**config.mk**
```make
export PLATFORM = sky130hd
export DESIGN_NAME = spi_sub_ctrl
export DESIGN_NICKNAME = d
export VERILOG_FILES = /design/src/rtl/spi_sub_ctrl.sv
export SDC_FILE = /design/constraint.sdc
export NUM_CORES = 1
export LEC_CHECK = 0
export ABC_AREA = 1
export BUFFER_PORTS_ARGS = -buffer_cell sky130_fd_sc_hd__buf_4
export CAP_MARGIN = 20
export CORE_ASPECT_RATIO = 0.8
export CORE_UTILIZATION = 40
export CTS_BUF_LIST = sky130_fd_sc_hd__clkbuf_8
export CTS_CLUSTER_SIZE = 10
export DETAILED_ROUTE_END_ITERATION = 7
export REMOVE_ABC_BUFFERS = 1
export SLEW_MARGIN = 5
export SYNTH_ARGS = -nofsm -noshare
export SYNTH_HDL_FRONTEND = slang
export SYNTH_SLANG_ARGS = --single-unit
```
**constraint.sdc**
```tcl
create_clock -name pclk -period 6.3 [get_ports pclk]
set_clock_uncertainty 0.2 [all_clocks]
set_input_delay 1.89 -clock pclk [delete_from_list [all_inputs] [get_ports pclk]]
set_output_delay 1.89 -clock pclk [all_outputs]
set_load 0.05 [all_outputs]
```
**src/rtl/spi_sub_ctrl.sv**
```systemverilog
// SPI slave-side control: synchronizes the pad sclk/ss, detects mode-dependent sample and
// shift edges, and sequences load/shift strobes for external shift registers and the TX/RX FIFOs.
`timescale 1ns/1ps
module spi_sub_ctrl #(
   parameter int DATA_WIDTH  = 8,
   parameter int SYNC_STAGES = 2
) (
   input  logic       pclk,
   input  logic       rst,
   input  logic       sclk_pad_i,
   input  logic       ss_pad_i,
   input  logic       cpol,
   input  logic       cpha,
   input  logic       tx_fifo_empty,
   input  logic       rx_fifo_full,
   input  logic       clr_status,
   output logic       load_from_fifo,
   output logic       slave_transfer_shift_en,
   output logic       slave_receive_shift_en,
   output logic       tx_fifo_rd,
   output logic       rx_fifo_wr,
   output logic       busy,
   output logic       tx_underflow,
   output logic       rx_overflow,
   output logic [1:0] state_dbg
);

   localparam int CNT_W = $clog2(DATA_WIDTH) + 1;
   localparam logic [CNT_W-1:0] LAST_BIT = CNT_W'(DATA_WIDTH - 1);

   typedef enum logic [1:0] {IDLE = 2'd0, LOAD = 2'd1, XFER = 2'd2} state_t;
   state_t state, state_nxt;

   logic [SYNC_STAGES-1:0] sclk_sync, ss_sync;
   logic                   sclk_d, ss_d;
   logic [SYNC_STAGES:0]   flush_sr;
   logic                   armed;
   logic                   sclk_s, ss_s, lead, trail, sample_edge, shift_edge, ss_fall;

   logic [CNT_W-1:0] bit_cnt, bit_cnt_nxt;
   logic             byte_done, byte_done_nxt;
   logic             fresh, fresh_nxt;
   logic             rx_pending, rx_pending_nxt;

   // sclk is normalized by cpol before the synchronizer, so its idle level is always 0
   // and the leading edge is always a rising edge of the normalized signal.
   always_ff @(posedge pclk or posedge rst) begin
      if (rst) begin
         sclk_sync <= '0;
         ss_sync   <= '1;
         sclk_d    <= 1'b0;
         ss_d      <= 1'b1;
         flush_sr  <= '0;
         armed     <= 1'b0;
      end else begin
         sclk_sync <= {sclk_sync[SYNC_STAGES-2:0], sclk_pad_i ^ cpol};
         ss_sync   <= {ss_sync[SYNC_STAGES-2:0], ss_pad_i};
         sclk_d    <= sclk_sync[SYNC_STAGES-1];
         ss_d      <= ss_sync[SYNC_STAGES-1];
         flush_sr  <= {flush_sr[SYNC_STAGES-1:0], 1'b1};
         armed     <= armed | (flush_sr[SYNC_STAGES] & ss_s);
      end
   end

   assign sclk_s      = sclk_sync[SYNC_STAGES-1];
   assign ss_s        = ss_sync[SYNC_STAGES-1];
   assign lead        = sclk_s & ~sclk_d;
   assign trail       = ~sclk_s & sclk_d;
   assign sample_edge = cpha ? trail : lead;
   assign shift_edge  = cpha ? lead : trail;
   // The reset value of the ss chain is not a real pad level; only a fall seen after
   // ss was observed high post-reset may start a frame.
   assign ss_fall     = armed & ss_d & ~ss_s;

   always_ff @(posedge pclk or posedge rst) begin
      if (rst) begin
         state        <= IDLE;
         bit_cnt      <= '0;
         byte_done    <= 1'b0;
         fresh        <= 1'b0;
         rx_pending   <= 1'b0;
         tx_underflow <= 1'b0;
         rx_overflow  <= 1'b0;
      end else begin
         state        <= state_nxt;
         bit_cnt      <= bit_cnt_nxt;
         byte_done    <= byte_done_nxt;
         fresh        <= fresh_nxt;
         rx_pending   <= rx_pending_nxt;
         tx_underflow <= (load_from_fifo & tx_fifo_empty) | (tx_underflow & ~clr_status);
         rx_overflow  <= (rx_pending & rx_fifo_full) | (rx_overflow & ~clr_status);
      end
   end

   always_comb begin
      state_nxt               = state;
      bit_cnt_nxt             = bit_cnt;
      byte_done_nxt           = byte_done;
      fresh_nxt               = fresh;
      rx_pending_nxt          = 1'b0;
      load_from_fifo          = 1'b0;
      slave_transfer_shift_en = 1'b0;
      slave_receive_shift_en  = 1'b0;
      case (state)
         IDLE: begin
            if (ss_fall) state_nxt = LOAD;
         end
         LOAD: begin
            load_from_fifo = 1'b1;
            bit_cnt_nxt    = '0;
            byte_done_nxt  = 1'b0;
            fresh_nxt      = 1'b1;
            state_nxt      = XFER;
         end
         XFER: begin
            // ss high has priority, so an sclk edge arriving in that cycle is dropped.
            if (ss_s) begin
               state_nxt     = IDLE;
               bit_cnt_nxt   = '0;
               byte_done_nxt = 1'b0;
               fresh_nxt     = 1'b0;
            end else if (sample_edge) begin
               slave_receive_shift_en = 1'b1;
               if (!cpha) fresh_nxt = 1'b0;
               if (bit_cnt == LAST_BIT) begin
                  bit_cnt_nxt    = '0;
                  byte_done_nxt  = 1'b1;
                  rx_pending_nxt = 1'b1;
               end else begin
                  bit_cnt_nxt = bit_cnt + CNT_W'(1);
               end
            end else if (shift_edge) begin
               if (byte_done) begin
                  load_from_fifo = 1'b1;
                  byte_done_nxt  = 1'b0;
               end else if (fresh && cpha) begin
                  fresh_nxt = 1'b0;
               end else begin
                  slave_transfer_shift_en = 1'b1;
               end
            end
         end
         default: state_nxt = IDLE;
      endcase
   end

   assign tx_fifo_rd = load_from_fifo & ~tx_fifo_empty;
   assign rx_fifo_wr = rx_pending & ~rx_fifo_full;
   assign busy       = (state != IDLE);
   assign state_dbg  = state;

endmodule

```
### Yosys cells after proc, flatten, opt, wreduce, memory -nomap -nowiden

Cells that the tools add are included.

| storage, ports and cells | value |
|---|---|
| output and inout bits | 10 |
| input port bits | 9 |
| register bits | 21 |
| logic and storage cells | 93 |

| cells by class | value |
|---|---|
| equality and inequality tests | 11 |
| add/subtract/negate cells | 1 |
| mux-type cells | 39 |
| reduce and logical (&&, ||, !) cells | 8 |
| bitwise logic cells | 21 |

Operators with widths:

| operator | number |
|---|---|
| two-way mux 1 bit | 29 |
| inequality test 4 bit, second input constant | 5 |
| two-way mux 4 bit | 3 |
| bitwise AND 1 bit | 11 |
| one-hot mux 4 bit (2 select lines) | 1 |
| NOT 1 bit | 6 |
| one-hot mux 1 bit (2 select lines) | 3 |
| one-hot mux 2 bit (3 select lines) | 1 |
| AND reduction 5 bit | 1 |
| adder 4 x 1 -> 4 bit, second input constant | 1 |
| == test 4 x 3 -> 1 bit, second input constant | 1 |
| two-way mux 2 bit | 2 |
| inequality test 2 bit, second input constant | 2 |
| AND reduction 2 bit | 2 |
| nonzero test 2 bit | 2 |
| inequality test 3 bit, second input constant | 1 |
| OR 1 bit | 3 |
| AND reduction 3 bit | 1 |
| == test 2 x 1 -> 1 bit, second input constant | 1 |
| == test 2 bit, second input constant | 1 |
| logical NOT 2 bit | 1 |
| logical AND 1 bit | 1 |
| bitwise XOR 1 bit | 1 |

### Longest topological paths before layout

| logic depth | value |
|---|---|
| word-level depth | 9 |
| depth in mapped cells | 11 |
| mapped depth without buffers | 11 |

### Worst setup path before layout

No wires, ideal clock.

| timing path | value |
|---|---|
| path kind | input port to output port |
| from | input port cpha |
| to | output port tx_fifo_rd |
| cell stages on the path | 8 |
| required time | 4.210 ns |
| path slack | 1.239 ns |
| arrival time | 2.971 ns |
| buffers on the path | 0 |
| path through | inv_2 nand3_2 nand3_4 inv_2 nand3_1 nand2_1 nand2_1 nor2_1 |

| between the ends | value |
|---|---|
| cells in the longest elaborated chain, start to end | 6 |

RTL lines:

| what | line | RTL |
|---|---|---|
| start, declared | 13 | `input logic cpha,` |
| two-way mux 1 bit | 70 | `assign shift_edge = cpha ? lead : trail;` |
| two-way mux 1 bit | 132 | `end else if (shift_edge) begin` |
| two-way mux 1 bit * | 122 | `end else if (sample_edge) begin` |
| two-way mux 1 bit * | 117 | `if (ss_s) begin` |
| one-hot mux 1 bit (2 select lines) * | 104 | `case (state)` |
| bitwise AND 1 bit * | 147 | `assign tx_fifo_rd = load_from_fifo & ~tx_fifo_empty;` |
| end, declared | 20 | `output logic tx_fifo_rd,` |

Mark *: on every way between the ends. The rest lies on a longest branch, timed or not.

### Worst setup path after layout

Same ends and word-level chain as after synthesis.

==> impl_metrics.py <==
metrics = {
    "synth": {
        "synth_top_family_by_area": "simple AND/OR/NAND/NOR gates",
        "synth_fa_ha_area_share_pct": 6.046,
        "synth.avg_cell_area_um2": 8.695,
        "yosysSeqAreaShare_pct": 51.15,
        "synth_cell_type_count": 25,
        "post-synth-top-count-cell": "nand2_1",
        "netlist_area_um2": 1035,
        "synthSimpleGateAreaFrac_pct": 25.63,
        "synth_edf_count": 0,
        "synth_area_leaders": "dfrtp_1 44%, nand2_1 9.4%, dfstp_2 7.6%, inv_1 6.9%, ha_1 6.0%",
        "postSynthRegisterBits": 21,
        "synth_mux_area_share_pct": 0,
        "yosysTopAreaCell": "dfrtp_1",
        "synth_commonest_cells": "26 x nand2_1, 19 x inv_1, 18 x dfrtp_1",
        "synthCells": 119,
        "synthArstFlopShare_pct": 100.0,
        "ys_warn_count": 0,
        "synthDominantCellAreaShare_pct": 43.53,
        "synth_xor_xnor_area_share_pct": 0.8464,
        "synth_ff_type": "dfrtp_1",
        "synth_compound_area_share_pct": 7.618,
    },
    "sta": {
        "setup_ws_ns": 1.406,
        "tns_ns": 0,
        "setup_viol": 0,
        "final_max_slew_viol_count": 0,
        "rsz0062_at_grt": "false",
        "final.min_clock_period_ns": 4.894,
        "worst_pin_slew_ns": 0.7910,
        "fmax_mhz": 204.3,
        "whs_ns": 0.1544,
        "slew-limit-headroom_pct": 47.21,
        "hold_viol_final": 0,
        "fin_crit_sh_pct": 77.69,
    },
    "floorplan": {
        "core_area_um2": 2442,
        "dieArea_um2": 2796,
        "placementRows": 16,
        "start_util_pct": 42.37,
        "ios": 19,
        "die_h_um": 47.49,
        "die_w_um": 58.87,
    },
    "drt": {
        "wirelength_met1_um": 909,
        "dr.max_layer_used": "met4",
        "dr_wl_met2_um": 824,
        "wl_per_cell_um": 10.34,
        "drtIter0Drc": 27,
        "wl_met3_um": 84,
        "remaining_drc_errors": 0,
        "ant_nets": 0,
        "vias": 799,
        "vias_per_cell": 4.514,
        "dr.pass1.iters": 4,
        "routed_wl_um": 1831,
    },
    "setup_path": {
        "cp.arrival_ns": 2.80,
        "worstRegToRegCells": 11,
        "crit_fanout": 5,
        "r2r-start": "state_dbg[0]$_DFFE_PP0P_",
        "critPathMaxStageDelay_ns": 0.20,
        "rr_endpoint": "fresh$_DFFE_PP0P_",
        "worstPathRequired_ns": 4.21,
        "cp.depth": 9,
        "critPathTopFamily": "simple AND/OR/NAND/NOR gates",
        "slowest_stage": "buf_4",
        "cp_num_buf_inv": 3,
        "cp-startpoint": "cpha",
        "worstPathCellList": "buf_4 -> nand3_2 -> nand3_4 -> inv_2 -> nand3_1 -> nand2_1 -> nand2_1 -> nor2_1 -> buf_4",
        "ff2ff_setup_slack_ns": 4.48,
        "crit_path_end_kind": "output pin",
        "worst_setup_path_start_kind": "input port",
        "endpoint": "tx_fifo_rd",
        "crit_type": "in -> out",
    },
    "grt": {
        "grt_first_pass_wirelength_um": 3008,
        "grt_pass1_vias": 704,
        "grt_max_degree": 22,
        "grt.total_usage_pct": 14.99,
        "grt-ovfl-total": 0,
        "antenna_found_initial": 0,
    },
    "clocking": {
        "clk_pin_slew_ns": 0.08,
        "clk_latency_ns": 0.26,
        "hold_buffers": 0,
        "clockBufferDepth": 2,
        "htree_num_levels": 1,
        "cts-resized-gates": 0,
        "post_cts_buffers": 0,
        "cts_tree": "done",
        "cts_root_buf": "clkbuf_8",
        "cts_made_buffers": 3,
        "cts_num_sinks": 21,
    },
    "placement": {
        "io_buffers": 18,
        "place_area_um2": 1215,
        "dp_hpwl_um": 1426,
        "globalplace.congestion": 0.7999,
        "dp_slack_ns": 1.409,
    },
    "worst_hold_path": {
        "hp-class": "reg -> reg",
    },
    "run_status": {
        "status": "finished, final reports clean",
    },
    "power": {
        "power_density_nw_per_um2": 402.3,
        "seq_power_share_pct": 33.5,
        "p_sw_uw": 230.3,
        "p_int_uw": 278.1,
        "vdd_drop_max_mv": 0.3341,
        "leakagePower_nw": 0.6568,
        "swShare_pct": 45.30,
        "power_frac_comb_pct": 48.9,
        "p_clk_share_pct": 17.6,
    },
    "final_layout": {
        "drive_above_1_share_pct": 27.66,
        "fin_area_um2": 1264,
        "fillers": 241,
        "fin_nets": 156,
        "final_util_pct": 51.74,
        "area_growth_pct": 22.13,
        "diodes": 0,
    },
    "flow_run": {
        "maxCapViolCount": 0,
    },
}
## worst reg2reg max path: stages, from the launching register on
cell	delay [ns]
dfrtp_1	0.41
inv_1	0.13
ha_1	0.21
inv_1	0.10
nor2_4	0.18
inv_2	0.09
nor2_1	0.14
inv_1	0.05
nand2_1	0.06
nor2_1	0.04
nand3_1	0.07
nand2_1	0.05
## kinds of logic (layout without fill, tap and decap cells)
family,after synthesis,after routing
other,1,1
AND/OR/NAND/NOR,55,55
AO/OA/AOI/OAI,13,13
XOR/XNOR,1,1
flip-flops,21,21
buffers and inverters,23,45
adder cells (fa/ha/maj),5,5
## per-stage QoR
stage,total power [mW],instances
2_1_floorplan,0.3568,119
3_3_place_gp,0.4218,173
3_5_place_dp,0.4197,173
4_1_cts,0.5118,177
5_1_grt,0.5447,177
6_report,0.5084,177
## cells in the final DEF (no fill, tap or decap), drive strengths merged
| cell | count |
|---|---|
| nand3 | 9 |
| dfstp | 3 |
| buf | 18 |
| and3 | 1 |
| conb | 1 |
| nand2 | 27 |
| dfrtp | 18 |
| clkbuf | 3 |
| nor3 | 2 |
| nand4 | 1 |
| clkinvlp | 1 |
| a21oi | 4 |
| xor2 | 1 |
| o21ai | 7 |
| inv | 23 |
| a22o | 1 |
| nor2 | 15 |
| a21o | 1 |
| ha | 5 |
## power by group through the flow
stage / clock network (mW) / registers [mW] / logic [mW]
finish: 0.0895 / 0.170 / 0.248
global route: 0.0975 / 0.173 / 0.275
CTS: 0.0925 / 0.170 / 0.249
detailed placement: 0 / 0.173 / 0.247
global placement: 0 / 0.173 / 0.249
floorplan: 0 / 0.201 / 0.156
## worst min-delay path by stage
| stage | end | startpoint | slack, ns | depth (start not counted) |
|---|---|---|---|---|
| 6_report | flush_sr[2]$_DFF_PP0_ | flush_sr[1]$_DFF_PP0_ | 0.15 | 0 |
| 5_1_grt | ss_sync[1]$_DFF_PP1_ | ss_sync[0]$_DFF_PP1_ | 0.17 | 0 |
| 4_1_cts | flush_sr[2]$_DFF_PP0_ | flush_sr[1]$_DFF_PP0_ | 0.16 | 0 |
| 3_5_place_dp | flush_sr[2]$_DFF_PP0_ | flush_sr[1]$_DFF_PP0_ | 0.14 | 0 |
| 3_3_place_gp | flush_sr[2]$_DFF_PP0_ | flush_sr[1]$_DFF_PP0_ | 0.14 | 0 |
| 2_1_floorplan | flush_sr[1]$_DFF_PP0_ | flush_sr[0]$_DFF_PP0_ | 0.13 | 0 |
## cell type report
type | count | area, um^2 | area share (%)
sequential | 21 | 529.3 | 41.88
multi-input combinational | 75 | 419.2 | 33.17
timing repair buffer | 18 | 135.1 | 10.69
inverter | 23 | 86.33 | 6.832
tap | 36 | 45.04 | 3.564
clock buffer | 3 | 41.29 | 3.267
clock inverter | 1 | 7.507 | 0.5941
## layer usage
| layer | vias up | GRT usage (%) |
|---|---|---|
| li1 | 408 | - |
| met3 | 2 | 4.865 |
| met1 | 373 | 20.24 |
| met2 | 16 | 24.32 |
| met4 | 0 | 2.857 |
| met5 | - | 0 |
## state kept, by name, summed over array words and instances, names as in the netlist
| name | count |
|---|---|
| bit_cnt | 4 |
| flush_sr | 3 |
| sclk_sync | 2 |
| ss_sync | 2 |
| state_dbg | 2 |
| armed | 1 |
| byte_done | 1 |
| fresh | 1 |
| rx_overflow | 1 |
| rx_pending | 1 |
| sclk_d | 1 |
| ss_d | 1 |
| tx_underflow | 1 |
No activity file was read; power rests on OpenSTA's default activity.
